<file path="src/rtl/hazard_pipe.sv">
// hazard_pipe: elastic in-order pipeline shell with RAW interlock, flush and perf counters
module hazard_pipe #(
  parameter int STAGES = 5,
  parameter int DATA_W = 32,
  parameter int REG_AW = 5,
  parameter int CNT_W = 32
) (
  input  logic clk,
  input  logic reset,
  input  logic in_valid,
  output logic in_ready,
  input  logic [DATA_W-1:0] in_data,
  input  logic [REG_AW-1:0] in_rd,
  input  logic in_rd_we,
  input  logic [REG_AW-1:0] in_rs1,
  input  logic in_rs1_use,
  input  logic [REG_AW-1:0] in_rs2,
  input  logic in_rs2_use,
  input  logic flush,
  output logic out_valid,
  input  logic out_ready,
  output logic [DATA_W-1:0] out_data,
  output logic [REG_AW-1:0] out_rd,
  output logic out_rd_we,
  output logic [$clog2(STAGES+1)-1:0] occupancy,
  output logic [CNT_W-1:0] retire_cnt,
  output logic [CNT_W-1:0] stall_cnt
);
  localparam int OW = $clog2(STAGES+1);
  logic [STAGES-1:0] v_q, v_d, we_q, we_d, free;
  logic [DATA_W-1:0] data_q [STAGES];
  logic [DATA_W-1:0] data_d [STAGES];
  logic [REG_AW-1:0] rd_q [STAGES];
  logic [REG_AW-1:0] rd_d [STAGES];
  logic [OW-1:0] occ_q, occ_d;
  logic [CNT_W-1:0] ret_q, ret_d, stall_q, stall_d;
  logic f, hit, acc, fire;
  always_comb begin
    f = out_ready;
    free = '0;
    for (int i = STAGES-1; i >= 0; i--) begin
      f = f || !v_q[i];
      free[i] = f;
    end
    hit = 1'b0;
    for (int k = 0; k < STAGES; k++)
      hit = hit || (v_q[k] && we_q[k] &&
            ((in_rs1_use && in_rs1 != '0 && rd_q[k] == in_rs1) ||
             (in_rs2_use && in_rs2 != '0 && rd_q[k] == in_rs2)));
    in_ready = !reset && !flush && !hit && free[0];
    acc = in_valid && in_ready;
    fire = v_q[STAGES-1] && out_ready;
    v_d = v_q;
    we_d = we_q;
    data_d = data_q;
    rd_d = rd_q;
    for (int i = STAGES-1; i > 0; i--)
      if (free[i]) begin
        v_d[i] = v_q[i-1];
        we_d[i] = we_q[i-1];
        data_d[i] = data_q[i-1];
        rd_d[i] = rd_q[i-1];
      end
    if (free[0]) begin
      v_d[0] = acc;
      we_d[0] = in_rd_we;
      data_d[0] = in_data;
      rd_d[0] = in_rd;
    end
    if (flush) v_d = '0;
    occ_d = '0;
    for (int i = 0; i < STAGES; i++) occ_d = occ_d + OW'(v_d[i]);
    ret_d = ret_q + CNT_W'(fire);
    stall_d = stall_q + CNT_W'(in_valid && !in_ready);
  end
  always_ff @(posedge clk) begin
    if (reset) begin
      v_q <= '0;
      we_q <= '0;
      data_q <= '{default: '0};
      rd_q <= '{default: '0};
      occ_q <= '0;
      ret_q <= '0;
      stall_q <= '0;
    end else begin
      v_q <= v_d;
      we_q <= we_d;
      data_q <= data_d;
      rd_q <= rd_d;
      occ_q <= occ_d;
      ret_q <= ret_d;
      stall_q <= stall_d;
    end
  end
  assign out_valid = v_q[STAGES-1];
  assign out_data = data_q[STAGES-1];
  assign out_rd = rd_q[STAGES-1];
  assign out_rd_we = we_q[STAGES-1];
  assign occupancy = occ_q;
  assign retire_cnt = ret_q;
  assign stall_cnt = stall_q;
endmodule

</file>
<file path="config.mk">
export PLATFORM = sky130hd
export DESIGN_NAME = hazard_pipe
export DESIGN_NICKNAME = d
export VERILOG_FILES = /design/src/rtl/hazard_pipe.sv
export SDC_FILE = /design/constraint.sdc
export NUM_CORES = 1
export LEC_CHECK = 0
export BUFFER_PORTS_ARGS = -buffer_cell sky130_fd_sc_hd__buf_2
export CAP_MARGIN = 20
export CORE_MARGIN = 5
export CORE_UTILIZATION = 24
export DETAILED_ROUTE_END_ITERATION = 12
export MAX_ROUTING_LAYER = met4
export PLACE_DENSITY_LB_ADDON = 0.3
export SETUP_SLACK_MARGIN = 0.1
export SLEW_MARGIN = 10
export SYNTH_ARGS = -nofsm -noshare
export SYNTH_HDL_FRONTEND = slang
export SYNTH_SLANG_ARGS = --single-unit
</file>
<file path="constraint.sdc">
create_clock -name clk -period 7.1 [get_ports clk]
set_input_delay 1.42 -clock clk [delete_from_list [all_inputs] [get_ports clk]]
set_output_delay 1.42 -clock clk [all_outputs]
set_load 0.05 [all_outputs]
</file>
==> metrics.md <==
| Metric | Value |
|---|---|
| CP Buf/Inv Count | 4 |
| CTS Buffer Depth | 3 |
| CP top delay family | simple AND/OR/NAND/NOR gates |
| TritonCTS Sinks | 262 |
| DR pass1 iterations | 5 |
| DR iter-0 viols | 519 |
| I/O pin count | 162 |
| Starting density of the core | 24.4% |
| Leakage power | 4.99 nW |
| Setup crit end kind | primary output |
| Post-route ant nets | 0 |
| Number of buffers created by CTS | 29 |
| CP Launch Point | out_ready |
| Global-route track usage on met2 | 17.2% |
| Setup TNS | 0 ns |
| Worst Setup Path Type | primary input to primary output |
| Root buf cell | clkbuf_16 |
| Vias in the first global route | 8236 |
| Synth unique cells | 41 |
| Vias/cell | 4.28 |
| Fin crit share | 75.8% |
| Initial antenna violation count | 4 |
| Post-CTS Resized | 0 |
| Crit. path cell count | 10 |
| Routability cong. | 0.811 |
| Global-route met3 utilization | 1.63% |
| Final WL | 28900 um |
| Ys Warns | 0 |
| HPWL Detailed | 20000 um |
| Gr busiest metal | met1 |
| Clock-pin slew on the worst setup and hold paths | 0.06 ns |
| Post-Syn Nets | 1367 |
| Max Freq | 186 MHz |
| Register bit total from synthesis | 262 |
| DP Worst Slack | 1.47 ns |
| Min Tclk post-route | 5.38 ns |
| Slowest CP cell | nand2_2 |
| Status | completed |
| CP Data Arrival Time | 3.96 ns |
| Rows | 76 |
| Critical path launch point type | primary input |
| Synth-to-layout area growth | 19.8% |
| Global-route wire length before repair | 46200 um |
| Port Buffers | 161 |
| # setup viols final | 0 |
| Die ar. | 48200 um^2 |
| Post-layout util | 29.2% |
| Syn Area/Cell | 8.08 um^2 |
| Hold Path Cell Cnt | 2 |
| Worst r2r path cells | 16 |
| Layout cell share with drive strength beyond 1 | 16.9% |
| WL/cell | 14.4 um |
| Hold Path Class | register to register |
| Grt total ovfl | 0 |
| Maximum vdd drop | 195 uV |
| Crit-path cells | buf_2, nor2b_2, buf_4, and3_1, buf_4, and2_1, nand2_2, nand3_1, nor2_1, buf_2 |
| Nets@finish | 1449 |
| Via count | 8562 |
| Reg2Reg Setup Slack | 2.58 ns |
| Die width | 220 um |
| Pins Over Slew Limit | 0 |
| Post-CTS Setup Inserts | 0 |
| Clk_lat worst skew | 0.56 ns |
| R2r startpoint | v_q[4] |
| CTS tree | built |
| CP required | 5.68 ns |
| Hold-fix buffers, CTS | 0 |
| Max incr delay on CP | 0.43 ns |
| PD cells | 260 nW/um^2 |
| Critical path fanouts, max | 42 |
| MaxCap Viol Count | 0 |
| Worst-Margin Slew | 1.06 ns |
| GRT Total Usage | 12.0% |
| Level count of the clock H-tree | 1 |
| Syn Inst Count | 1305 |
| RSZ-0062 raised after global routing | false |
| Fin. Hold Viols | 0 |
| Slew margin rel. | 29.1% |
| Largest net degree at the start of global routing | 111 |
| Post-Syn Area | 10500 um^2 |
| Die H | 220 um |
| Layout Skew | 0.0172 ns |
| Final worst slack | 1.72 ns |
| Hold wc startpoint | out_data[15] |
| Core area | 43300 um^2 |
| Sequential-to-total area share from yosys stat | 49.8% |
| Number of remaining DRC errors | 0 |
| M1 GR Usage | 17.4% |
==> cell families after synthesis <==
family | after synthesis | share of synthesized area, %
XOR/XNOR | 97 | 8.06
AO/OA/AOI/OAI | 224 | 10.8
buffers and inverters | 127 | 6.27
flip-flops | 262 | 49.8
AND/OR/NAND/NOR | 588 | 24.1
adder cells (fa/ha/maj) | 7 | 0.974
==> sequential cells by signal, indices dropped and copies added, names as in the netlist <==
name / cells
out_rd: 5
stall_cnt: 32
retire_cnt: 32
rd_q: 20
we_q: 5
data_q: 128
v_q: 5
out_data: 32
occupancy: 3
==> layout make-up <==
class / count / area, um^2
Antenna cell: 4 / 10.0
Clock buffer: 36 / 812
Clock inverter: 18 / 236
Fill cell: 4729 / 30600
Inverter: 5 / 18.8
Multi-Input combinational cell: 916 / 4640
Sequential cell: 262 / 5250
Tap cell: 585 / 732
Timing Repair Buffer: 173 / 940
==> power by group <==
part / switching (W) / total, W / internal, W
Combinational: 0.0000843 / 0.000131 / 0.0000464
Clock: 0.000628 / 0.00162 / 0.000996
Sequential: 0.0000234 / 0.00153 / 0.00150
==> final timing paths <==
check | endpoint
worst max register to register | stall_cnt[30]
worst min-delay path | out_data[15]
worst max-delay path | in_ready
worst min register to register | out_data[15]
==> synthesized netlist by cell type, drive strengths merged <==
master	instances	share of area (%)
or3	12	0.71
ha	5	0.59
or4	2	0.14
a21o	1	0.071
o22ai	2	0.12
a21oi	202	9.6
xnor2	30	2.5
and2	6	0.37
nand3	28	1.6
dfxtp	262	50
fa	2	0.38
nand4	19	1.3
o21ai	15	0.75
nor3	9	0.43
nor2	63	2.3
and4	5	0.42
xor2	67	5.6
inv	5	0.18
clkbuf	55	2.0
and3	13	0.82
buf	67	4.1
nor4	13	0.97
nor2b	8	0.47
o21a	1	0.071
nand2	408	15
o211ai	1	0.071
nand2b	1	0.059
o21bai	2	0.14
or2	1	0.059
==> per-stage QoR <==
stage | area [um^2] | hold WS [ns] | cells | power (W)
after floorplan | 10500 | 0.432 | 1305 | 0.00165
after global routing | 12600 | 0.462 | 1999 | 0.00341
final | 12600 | 0.447 | 1999 | 0.00328
after detailed placement | 11500 | 0.443 | 1940 | 0.00169
after CTS | 12600 | 0.451 | 1994 | 0.00333
after global placement | 11500 | 0.439 | 1938 | 0.00169
==> layer usage <==
metal | vias up | routed length (um)
met5 | - | 0
met4 | 0 | 657
met3 | 36 | 822
li1 | 4405 | -
met1 | 3982 | 15200
met2 | 139 | 12200
==> tightest hold or removal path: cells and delay by family (launching register included) <==
kind,cells,cell delay [ns]
DFF,1,0.31
and+or+nand+nor,1,0.05
AOI/OAI and AO/OA,1,0.05
==> cell usage in the layout, fill, tap and decap left out, types with 2 or more instances in the layout <==
master	n
nand3_4	2
o21ai_0	12
buf_2	160
nor2b_1	7
clkbuf_8	7
nand2_1	407
clkbuf_16	29
clkinv_2	10
nand3_1	26
dfxtp_1	262
and2_1	5
and3_1	12
nand4_1	18
o21bai_1	2
bufinv_16	5
buf_4	9
nor4_1	11
or4_1	2
ha_1	5
diode_2	4
fa_1	2
xnor2_1	30
and4_1	5
o22ai_1	2
nor2_1	62
or3_1	12
inv_1	5
xor2_1	67
o21ai_1	2
buf_8	2
nor3_1	9
a21oi_1	202
No activity file was read; power rests on OpenSTA's default activity.
